`config.mk`:
```
export PLATFORM = sky130hd
export DESIGN_NAME = alu_mc
export DESIGN_NICKNAME = d
export VERILOG_FILES = /design/src/rtl/alu_mc.sv
export SDC_FILE = /design/constraint.sdc
export NUM_CORES = 1
export LEC_CHECK = 0
export ABC_AREA = 1
export CAP_MARGIN = 20
export CORE_MARGIN = 4
export CORE_UTILIZATION = 60
export CTS_CLUSTER_SIZE = 30
export DETAILED_ROUTE_END_ITERATION = 16
export PLACE_DENSITY = 0.86
export SLEW_MARGIN = 30
export SYNTH_ARGS = -nofsm -noshare
export SYNTH_HDL_FRONTEND = slang
export SYNTH_SLANG_ARGS = --single-unit
```
`constraint.sdc`:
```
create_clock -name clk -period 2.2 [get_ports clk]
set_input_delay 0.44 -clock clk [delete_from_list [all_inputs] [get_ports clk]]
set_output_delay 0.44 -clock clk [all_outputs]
set_load 0.01 [all_outputs]
```
`src/rtl/alu_mc.sv`:
```
// alu_mc: multi-cycle ALU. Add/sub/logic/pass finish in the accepting cycle;
// shifts and rotates step one bit position per clock. Result and flags are
// registered and only change on completion.
module alu_mc #(
    parameter int unsigned  W  = 8,
    localparam int unsigned CW = $clog2(W) + 1
) (
    input  logic         clk,
    input  logic         reset,
    input  logic         start,
    input  logic [2:0]   alu_cmd,
    input  logic [W-1:0] inA,
    input  logic [W-1:0] inB,
    input  logic         sc_i,
    output logic         busy,
    output logic         done,
    output logic [W-1:0] rslt,
    output logic         sc_o,
    output logic         pari,
    output logic         zero
);

    localparam int unsigned   LW    = $clog2(W);
    localparam logic [W:0]    W_EXT = (W + 1)'(W);
    localparam logic [CW-1:0] N_MAX = CW'(W);
    localparam logic [CW-1:0] N_ONE = CW'(1);

    typedef enum logic {
        S_IDLE,
        S_RUN
    } state_e;

    typedef enum logic [2:0] {
        CMD_ADD  = 3'b000,
        CMD_SUB  = 3'b001,
        CMD_SHR  = 3'b010,
        CMD_SHL  = 3'b011,
        CMD_XOR  = 3'b100,
        CMD_ROL  = 3'b101,
        CMD_AND  = 3'b110,
        CMD_PASS = 3'b111
    } cmd_e;

    state_e         state_q, state_d;
    cmd_e           cmd_in;
    cmd_e           cmd_q, cmd_d;
    logic [W-1:0]   work_q, work_d;
    logic [CW-1:0]  cnt_q, cnt_d;
    logic           fill_q, fill_d;
    logic [W-1:0]   rslt_q, rslt_d;
    logic           sc_q, sc_d;
    logic           done_q, done_d;

    logic [CW-1:0]  n_start;
    logic [W:0]     sum;
    logic [W-1:0]   imm_rslt;
    logic           imm_c;
    logic [W-1:0]   step_work;
    logic           step_bit;
    logic           accept;
    logic           finish;

    assign cmd_in = cmd_e'(alu_cmd);

    // Iteration count for the incoming command (0 means single-cycle)
    always_comb begin
        n_start = '0;
        case (cmd_in)
            CMD_SHR, CMD_SHL: begin
                if ({1'b0, inB} >= W_EXT) begin
                    n_start = N_MAX;
                end else begin
                    n_start = CW'(inB);
                end
            end
            CMD_ROL: n_start = CW'(inB[LW-1:0]);
            default: n_start = '0;
        endcase
    end

    // Single-cycle result; shifts/rotates with zero count pass inA through
    always_comb begin
        sum      = '0;
        imm_rslt = inA;
        imm_c    = 1'b0;
        case (cmd_in)
            CMD_ADD: begin
                sum      = {1'b0, inA} + {1'b0, inB} + {{W{1'b0}}, sc_i};
                imm_rslt = sum[W-1:0];
                imm_c    = sum[W];
            end
            CMD_SUB: begin
                sum      = {1'b0, inA} + {1'b0, ~inB} + {{W{1'b0}}, sc_i};
                imm_rslt = sum[W-1:0];
                imm_c    = sum[W];
            end
            CMD_XOR:  imm_rslt = inA ^ inB;
            CMD_AND:  imm_rslt = inA & inB;
            CMD_PASS: imm_rslt = inA;
            default:  imm_rslt = inA;
        endcase
    end

    // One shift/rotate step on the working register and the bit it ejects
    always_comb begin
        step_work = work_q;
        step_bit  = 1'b0;
        case (cmd_q)
            CMD_SHR: begin
                step_work = {fill_q, work_q[W-1:1]};
                step_bit  = work_q[0];
            end
            CMD_SHL: begin
                step_work = {work_q[W-2:0], fill_q};
                step_bit  = work_q[W-1];
            end
            CMD_ROL: begin
                step_work = {work_q[W-2:0], work_q[W-1]};
                step_bit  = work_q[W-1];
            end
            default: begin
                step_work = work_q;
                step_bit  = 1'b0;
            end
        endcase
    end

    // FSM state register
    always_ff @(posedge clk or posedge reset) begin
        if (reset) begin
            state_q <= S_IDLE;
        end else begin
            state_q <= state_d;
        end
    end

    // FSM next-state logic
    always_comb begin
        state_d = state_q;
        case (state_q)
            S_IDLE: begin
                if (start && (n_start != '0)) begin
                    state_d = S_RUN;
                end
            end
            S_RUN: begin
                if (cnt_q == N_ONE) begin
                    state_d = S_IDLE;
                end
            end
            default: state_d = S_IDLE;
        endcase
    end

    // FSM outputs: busy flag and the accept/finish strobes for the datapath
    always_comb begin
        busy   = 1'b0;
        accept = 1'b0;
        finish = 1'b0;
        case (state_q)
            S_IDLE: accept = start;
            S_RUN: begin
                busy   = 1'b1;
                finish = (cnt_q == N_ONE);
            end
            default: begin
                busy   = 1'b0;
                accept = 1'b0;
                finish = 1'b0;
            end
        endcase
    end

    // Datapath next-state: capture on accept, step while running, publish on completion.
    // The final step's value goes straight to rslt so the result lands on the
    // same edge the counter reaches zero.
    always_comb begin
        cmd_d  = cmd_q;
        work_d = work_q;
        cnt_d  = cnt_q;
        fill_d = fill_q;
        rslt_d = rslt_q;
        sc_d   = sc_q;
        done_d = 1'b0;
        if (accept) begin
            if (n_start == '0) begin
                rslt_d = imm_rslt;
                sc_d   = imm_c;
                done_d = 1'b1;
            end else begin
                cmd_d  = cmd_in;
                work_d = inA;
                cnt_d  = n_start;
                fill_d = sc_i;
            end
        end
        if (busy) begin
            work_d = step_work;
            cnt_d  = cnt_q - N_ONE;
            if (finish) begin
                rslt_d = step_work;
                sc_d   = step_bit;
                done_d = 1'b1;
            end
        end
    end

    // Datapath registers
    always_ff @(posedge clk or posedge reset) begin
        if (reset) begin
            cmd_q  <= CMD_ADD;
            work_q <= '0;
            cnt_q  <= '0;
            fill_q <= 1'b0;
            rslt_q <= '0;
            sc_q   <= 1'b0;
            done_q <= 1'b0;
        end else begin
            cmd_q  <= cmd_d;
            work_q <= work_d;
            cnt_q  <= cnt_d;
            fill_q <= fill_d;
            rslt_q <= rslt_d;
            sc_q   <= sc_d;
            done_q <= done_d;
        end
    end

    assign done = done_q;
    assign rslt = rslt_q;
    assign sc_o = sc_q;
    assign pari = ^rslt_q;
    assign zero = (rslt_q == '0);

endmodule

```
# After elaboration in Yosys (flattened, before gate mapping)
# Index checks and enable logic that the tools add are counted.
# W data, S select, Z words.
# classes
n_mux	30
add_sub_neg	5
n_bitwise	5
eq_ne	11
n_reduce_logical	11
magnitude_cmp	1
# op_table
operator	n
$mux W8	7
$pmux W8 S4	1
$pmux W8 S3	1
$add A8 B8 Y9	2
$add A9 B1 Y9	2
$mux W4	4
$mux W1	13
$eq A3 B2 Y1 const B	4
$eq A3 B3 Y1 const B	4
$and A8 B8 Y8	1
$ge A8 B4 Y1 const B	1
$logic_not A8 Y1	1
$not A8 Y8	1
$pmux W4 S2	1
$reduce_xor A8 Y1	1
$xor A8 B8 Y8	1
$pmux W1 S2	3
$eq A4 B1 Y1 const B	1
$logic_not A4 Y1	1
$reduce_and A2 Y1	2
$reduce_bool A4 Y1	1
$reduce_or A2 Y1	2
$sub A4 B1 Y4 const B	1
$eq A3 B1 Y1 const B	1
other kinds (5)	6
# word_totals
inputBits	23
reg_bits	27

# Longest topological paths before layout
# Gate-level depths: netlist of the first run.
# logic_depth
ltp_word	8
mapped_depth	13
ltp_nobuf	12

# Least setup slack after synthesis of the first run
# OpenSTA, ideal clock, no wires.
# synth_timing
path_kind	in2reg
start	input port inA[0]
end	register rslt_q[6] (netlist: rslt[6])
n_path_buf	0
arrival_time_ps	1966
required_time_ps	2076
path_stages	11
setup_time_ps	124
setup_slack_ps	110
path_cell_list	inv_1 fa_1 fa_1 o21ai_1 nand2_1 nand2_1 nand2_1 nand3_1 nand3_1 nand2_1 nand3_1
# synth_between
elab_chain_len	7
word_cells_on_any_way	9
cone_classes	add/sub (4); mux (5)
# synth_rtl
item	line_no	text
start: declaration	12	input logic [W-1:0] inA,
$add A8 B8 Y9 (on tied branches)	93, 88	
$add A9 B1 Y9 (on tied branches)	93, 88	
$pmux W8 S4 (*)	86	case (cmd_in)
$mux W8 (*)	186	if (n_start == '0) begin
$mux W8 (*)	185	if (accept) begin
$mux W8	200	if (finish) begin
$mux W8 (*)	197	if (busy) begin
via rslt_d[6]	50	logic [W-1:0] rslt_q, rslt_d;
end signal: assignment	223	rslt_q <= rslt_d;
end: declaration	50	
# Mark *: on every way through the listed nets, which the timed path passes. The rest lies on a longest branch.
# A chain may end at the register's enable or synchronous reset.

# Worst setup path after layout of the first run
# layout_timing
start	register rslt_q[6] (netlist: rslt[6])
end	output port pari
# layout_between
elab_chain_len	1
# layout_rtl
item	line_no	text
$reduce_xor A8 Y1	232	assign pari = ^rslt_q;
end: declaration	19	output logic pari,
# No other way between the ends.

==> out/qor.csv, run 1 <==
stage,metric,value,unit
power,final total power,0.00316,W
critical_path,terminus of the critical flop-to-flop path,rslt[1]$_DFF_PP0_,
grt,GRT Resource Usage Total,27.9,%
power,Comb power frac,60.8,%
grt,GRT overflow,0,
min_path,Worst Hold Class,in -> async,
flow_run,Max Cap Violations,0,
power,switching share of power,45.9,%
power,peak supply drop,468,uV
floorplan,die height,74.8,um
critical_path,Reg2Reg Setup Slack,0.52,ns
logic_synthesis,Synth Flop Type,dfrtp_1,
critical_path,Critical Path Fanout Max,2,
logic_synthesis,Synth top area share,25.2,%
floorplan,DIE WIDTH,74.8,um
cts,CTS Hold Buffers Added,0,
timing,RSZ-0062 raised after global routing,no,
layout,share of cells above drive strength 1,18.8,%
grt,initial antenna violation count,0,
route,post-route ant nets,0,
timing,Min Hold Slack,0.508,ns
cts,clock tree buffer depth,2,
logic_synthesis,"Seq/Total Area, Yosys",25.2,%
logic_synthesis,mean post-synth cell area,6.64,um^2
critical_path,CP Data Arrival Time,1.65,ns
logic_synthesis,Post-Syn Nets,452,
route,Starting DRT DRC Count,244,
critical_path,worst-path cell chain,inv_1 -> ha_1 -> xnor2_1 -> xnor2_1 -> dlygate4sd2_1,
critical_path,Critical Path RT,1.76,ns
timing,skew final,0.00526,ns
critical_path,slowest stage cell on the critical path,dfrtp_1,
logic_synthesis,synth warn,0,
power,sequential fraction of design power,30.1,%
cts,clk root buf,clkbuf_8,
timing,Tmin final,2.09,ns
logic_synthesis,synthesized flop and latch total,27,
timing,worst slew pin tran,0.536,ns
floorplan,Die ar.,5590,um^2
logic_synthesis,Mapped Area,2680,um^2
layout,# diodes,0,
layout,Layout area overhead,30.0,%
route,routed wire length,7.62,mm
critical_path,depth of the worst register-to-register path,8,
logic_synthesis,Cells after Synth,403,
power,static leakage,1.79,nW
timing,Fin. Hold Viols,0,
logic_synthesis,Synth cell types,38,
critical_path,reg2reg start,state_q$_DFF_PP0_,
status,outcome,"finished, final reports clean",
power,pwr dens,908,nW/um^2
cts,TritonCTS clock tree,yes,
cts,Num CTS Buffers,3,
critical_path,CP endpoint kind,primary output,
grt,vias in the first global route,2721,
timing,final setup fails,0,
critical_path,cell mode on critical path,xnor2_1,
route,DR WL/cell,14.4,um
timing,fin. max-slew vios,0,
floorplan,# IOs,36,
logic_synthesis,number of synthesized flops with an enable pin,0,
layout,Layout Nets,528,
cts,Clock transition at path regs,0.09,ns
route,Vias/cell,5.72,
logic_synthesis,"area leader, netlist",dfrtp_1,
cts,CTS HTree Levels,1,
critical_path,Critical Path Max Stage Delay,0.39,ns
logic_synthesis,synth top area cells,"dfrtp_1 25%, nand2_1 17%, ha_1 10%, nand3_1 8.8%, inv_1 7.4%",
cts,postcts setup bufs,0,
floorplan,Starting Density,61.9,%
floorplan,row cnt,24,
critical_path,"Worst Path Class, Setup",reg -> out,
placed_design,count of input and output buffers,35,
layout,Util after Layout,80.5,%
placed_design,HPWL Detailed,6.14,mm
timing,Tcrit/Tclk final,95.1,%
critical_path,kind of start point of the critical path,flip-flop,
cts,clock latency at the later pin of the worst-skew pair,0.28,ns
grt,global-route wire length before repair,12.1,mm
power,Sw Pwr,0.00145,W
power,Clock power frac,9.2,%
route,DRC errors left,0,
timing,fmax,478,MHz
floorplan,core area,4320,um^2
grt,pin count of the biggest net entering global routing,28,
placed_design,routability cong.,0.954,
timing,worst relative slew slack,64.1,%
route,DRT Pass-1 Iters,5,
power,Int Pwr,0.00171,W
cts,clock net sink count,27,
route,routed via count,3033,
logic_synthesis,ys async rst share,100,%
==> stage by stage <==
stage               setup slack, ns  cells  instance area (um^2)  setup TNS, ns
floorplan                     0.110    403                  2680              0
global placement             -0.512    526                  3380          -2.59
detailed placement           -0.628    526                  3380          -3.35
CTS                         -0.0383    530                  3440        -0.0383
global route                0.00725    530                  3480              0
finish                        0.108    530                  3480              0
==> state kept, by name, summed over array words and instances (netlist names) <==
name,flops
rslt,8
work_q,8
cnt_q,4
cmd_q,3
done,1
fill_q,1
sc_o,1
state_q,1
==> area by class of cell <==
type / count / area, um^2
Tap cell: 52 / 65.1
Sequential cell: 27 / 676
Multi-Input combinational cell: 308 / 1790
Fill cell: 317 / 845
Timing Repair Buffer: 77 / 664
Clock inverter: 1 / 5.00
Inverter: 62 / 240
Clock buffer: 3 / 41.3
==> power groups by stage <==
stage               sequential (W)  combinational (W)  clock (W)
global placement          0.000939            0.00184          0
floorplan                 0.000920            0.00118          0
detailed placement        0.000946            0.00193          0
global route              0.000968            0.00214   0.000311
finish                    0.000949            0.00192   0.000289
CTS                       0.000938            0.00190   0.000292
==> cells in the final DEF (no fill, tap or decap), types with 2 or more instances in the layout <==
master and n:
dfrtp_1 27, inv_1 49, xor2_1 3, ha_1 19, buf_4 42, o221a_2 2, or2_2 2, nand3_1 46
ha_2 2, nand2_2 9, nand2_4 2, o21ai_1 5, clkdlybuf4s50_1 31, nand3_2 4, fa_2 4, o22ai_1 3
dlygate4sd2_1 3, clkbuf_8 3, nor2_1 26, o21ai_0 17, a22oi_1 6, a21oi_1 15, o2111ai_1 2, inv_2 10
nand4_1 9, nand2_1 118, xnor2_1 2, a31oi_1 2
==> metal layers <==
metal,vias to the layer above,global-route usage (%),share of wire (%)
li1,1469,-,-
met1,1391,33.0,40
met4,0,12.5,3.1
met5,-,0,0
met3,24,2.94,6.5
met2,149,50.8,51
==> what timing repair did <==
item | in CTS | in global routing
hold endpoints to repair | 0 | 0
endpoints found under the setup margin | 6 | 7
pin swaps | 8 | 10
cloned | 0 | 0
gates resized for setup | 13 | 12
==> worst max-delay path: cells and delay by family, from the launching register on <==
family | cells | cell delay, ns
XOR/XNOR | 2 | 0.33
flip-flops | 1 | 0.39
buffers and inverters | 2 | 0.33
adder cells (fa/ha/maj) | 1 | 0.32
==> cell families (layout without fill, tap and decap cells) <==
group,after synthesis,after routing,synth area share (%)
AO/OA/AOI/OAI,57,57,12.9
XOR/XNOR,5,5,1.64
adder cells (fa/ha/maj),26,26,13.3
buffers and inverters,68,143,10.1
flip-flops,27,27,25.2
AND/OR/NAND/NOR,220,220,36.7
==> how the worst max path moves through the flow <==
stage | end | depth (start not counted) | start
floorplan | rslt[6]$_DFF_PP0_ | 11 | inA[0]
global placement | rslt[6]$_DFF_PP0_ | 12 | inA[0]
detailed placement | rslt[6]$_DFF_PP0_ | 12 | inA[0]
CTS | rslt[6]$_DFF_PP0_ | 12 | sc_i
global route | pari | 5 | rslt[6]$_DFF_PP0_
finish | pari | 5 | rslt[6]$_DFF_PP0_
==> Yosys cell counts (2+ instances only) <==
| library cell | n |
|---|---|
| a21oi_1 | 15 |
| a22oi_1 | 6 |
| a31oi_1 | 2 |
| buf_2 | 3 |
| dfrtp_1 | 27 |
| fa_1 | 4 |
| ha_1 | 22 |
| inv_1 | 53 |
| inv_2 | 6 |
| nand2_1 | 122 |
| nand2_2 | 5 |
| nand2_4 | 2 |
| nand3_1 | 47 |
| nand3_2 | 3 |
| nand4_1 | 9 |
| nor2_1 | 26 |
| o2111ai_1 | 2 |
| o21ai_0 | 19 |
| o21ai_1 | 4 |
| o221a_2 | 2 |
| o22ai_1 | 3 |
| or2_2 | 2 |
| xnor2_1 | 2 |
| xor2_1 | 3 |
Note: power is estimated with default switching activity, not from simulation.
==> run 2: changes to the inputs <==
--- a/config.mk
+++ b/config.mk
@@ -12,7 +12,8 @@
 export CTS_CLUSTER_SIZE = 30
 export DETAILED_ROUTE_END_ITERATION = 16
 export PLACE_DENSITY = 0.86
-export SLEW_MARGIN = 30
+export SKIP_LAST_GASP = 1
+export SLEW_MARGIN = 40
 export SYNTH_ARGS = -nofsm -noshare
 export SYNTH_HDL_FRONTEND = slang
 export SYNTH_SLANG_ARGS = --single-unit
==> out/qor.csv, run 2 (synthesized netlist as in run 1, its figures left out) <==
stage,metric,value,unit,change
grt,GRT overflow,0,,unchanged
floorplan,# IOs,36,,unchanged
layout,# diodes,0,,unchanged
cts,clock latency at the later pin of the worst-skew pair,0.28,ns,about the same
route,DRT Pass-1 Iters,5,,unchanged
layout,Layout area overhead,30.0,%,unchanged
timing,Tmin final,2.09,ns,-0.00703 ns
route,post-route ant nets,0,,unchanged
cts,clock net sink count,27,,unchanged
cts,TritonCTS clock tree,yes,,
power,Sw Pwr,0.00145,W,-0.24%
flow_run,Max Cap Violations,0,,unchanged
layout,share of cells above drive strength 1,18.8,%,unchanged
route,DR WL/cell,14.3,um,-0.51%
critical_path,Reg2Reg Setup Slack,0.53,ns,about the same
layout,Final Instance Area,3480,um^2,unchanged
critical_path,kind of start point of the critical path,flip-flop,,
critical_path,Critical Path RT,1.76,ns,about the same
layout,Final Non-Filler Cells,530,,unchanged
power,sequential fraction of design power,30.0,%,about the same
grt,vias in the first global route,2721,,unchanged
power,pwr dens,907,nW/um^2,-0.12%
critical_path,depth of the worst register-to-register path,8,,unchanged
power,Comb power frac,60.7,%,about the same
cts,postcts setup bufs,0,,unchanged
power,peak supply drop,468,uV,about the same
layout,most frequent cells in the layout,"118 x nand2_1, 49 x inv_1, 46 x nand3_1",,
critical_path,CP Data Arrival Time,1.65,ns,about the same
route,routed wire length,7.58,mm,-0.51%
timing,skew final,0.00471,ns,-0.000553 ns
timing,setup TNS,0,ns,unchanged
grt,global-route wire length before repair,12.1,mm,unchanged
floorplan,Die ar.,5590,um^2,unchanged
placed_design,routability cong.,0.954,,unchanged
cts,clk root buf,clkbuf_8,,
route,Vias/cell,5.71,,-0.20%
floorplan,die height,74.8,um,unchanged
placed_design,HPWL Detailed,6.14,mm,unchanged
cts,clock tree buffer depth,2,,unchanged
critical_path,CP endpoint kind,primary output,,
timing,final setup fails,0,,unchanged
floorplan,core area,4320,um^2,unchanged
layout,"commonest non-fill, non-tap cell in the layout",nand2_1,,
critical_path,reg2reg start,state_q$_DFF_PP0_,,
status,outcome,"finished, final reports clean",,
floorplan,Starting Density,61.9,%,unchanged
cts,Clock transition at path regs,0.09,ns,about the same
route,DRC errors left,0,,unchanged
timing,setup slack after layout,0.115,ns,+0.00703 ns
critical_path,terminus of the critical flop-to-flop path,rslt[1]$_DFF_PP0_,,
critical_path,Critical Path Fanout Max,2,,unchanged
min_path,Worst Hold Class,in -> async,,
power,static leakage,1.79,nW,unchanged
grt,initial antenna violation count,0,,unchanged
layout,Layout Nets,528,,unchanged
grt,GRT Resource Usage Total,27.9,%,unchanged
floorplan,DIE WIDTH,74.8,um,unchanged
timing,Fin. Hold Viols,0,,unchanged
placed_design,Placed Cells,526,,unchanged
cts,Num CTS Buffers,3,,unchanged
timing,fin. max-slew vios,0,,unchanged
timing,worst slew pin tran,0.516,ns,-0.0196 ns
critical_path,"Worst Path Class, Setup",reg -> out,,
route,Starting DRT DRC Count,237,,-2.9%
route,routed via count,3027,,-0.20%
floorplan,row cnt,24,,unchanged
power,Int Pwr,0.00171,W,about the same
timing,fmax,480,MHz,+0.34%
placed_design,count of input and output buffers,35,,unchanged
layout,fillers,317,,unchanged
power,Clock power frac,9.2,%,about the same
cts,CTS HTree Levels,1,,unchanged
timing,worst relative slew slack,65.4,%,+1.3 points
timing,RSZ-0062 raised after global routing,no,,
placed_design,placed instance area,3380,um^2,unchanged
timing,Tcrit/Tclk final,94.8,%,-0.32 points
power,switching share of power,45.9,%,-0.055 points
placed_design,dpl ws,-0.628,ns,unchanged
grt,pin count of the biggest net entering global routing,28,,unchanged
[run 2: cell counts in the layout (fill, tap and decap cells not counted)]
No cell type changed its count.
[run 2: stage by stage]
stage | total power, W | hold WS [ns] | utilization, %
final | 0.00315 | 0.509 | 80.5
after global routing | 0.00341 | 0.544 | 80.5
after CTS | 0.00313 | 0.513 | 79.5
after detailed placement | 0.00288 | 0.492 | 78.1
after global placement | 0.00278 | 0.470 | 78.1
after floorplan | 0.00210 | 0.453 | -
[run 2: worst max-delay path by stage]
stage	end	cells past startpoint	from
after floorplan	rslt[6]$_DFF_PP0_	11	inA[0]
after global placement	rslt[6]$_DFF_PP0_	12	inA[0]
after detailed placement	rslt[6]$_DFF_PP0_	12	inA[0]
after CTS	rslt[6]$_DFF_PP0_	12	sc_i
after global routing	pari	5	rslt[6]$_DFF_PP0_
final	pari	5	rslt[6]$_DFF_PP0_
[run 2: layout make-up]
type | count | area (um^2) | area share [%]
clock inverter | 1 | 5.00 | 0.144
timing repair buffer | 77 | 664 | 19.1
tap | 52 | 65.1 | 1.87
multi-input combinational | 308 | 1790 | 51.4
inverter | 62 | 240 | 6.90
sequential | 27 | 676 | 19.4
clock buffer | 3 | 41.3 | 1.19
[run 2: worst max-delay path: stages (launching register included)]
cell and delay, ns:
dfrtp_1 0.39, inv_1 0.06, ha_1 0.32, xnor2_1 0.20, xnor2_1 0.13, dlygate4sd2_1 0.27
[run 2: power groups by stage]
stage                     combinational (W)  clock, W  sequential (W)
after detailed placement            0.00193         0        0.000946
after floorplan                     0.00118         0        0.000920
after global routing                0.00214  0.000311        0.000968
after CTS                           0.00190  0.000292        0.000938
final                               0.00192  0.000291        0.000948
after global placement              0.00184         0        0.000939
[run 2: per-layer routing]
metal	vias to the layer above	routed length [um]	global-route usage, %
met4	0	213	12.5
li1	1472	-	-
met1	1394	3020	33.0
met3	22	492	2.94
met2	139	3860	50.8
met5	-	0	0
[run 2: timing repair]
action | 4_1_cts | 5_1_grt
cloned | 0 | 0
setup endpoints to repair | 6 | 7
gates resized for setup | 13 | 12
endpoints found under the hold margin | 0 | 0
hold buffers | 0 | 0
pin swaps | 8 | 10
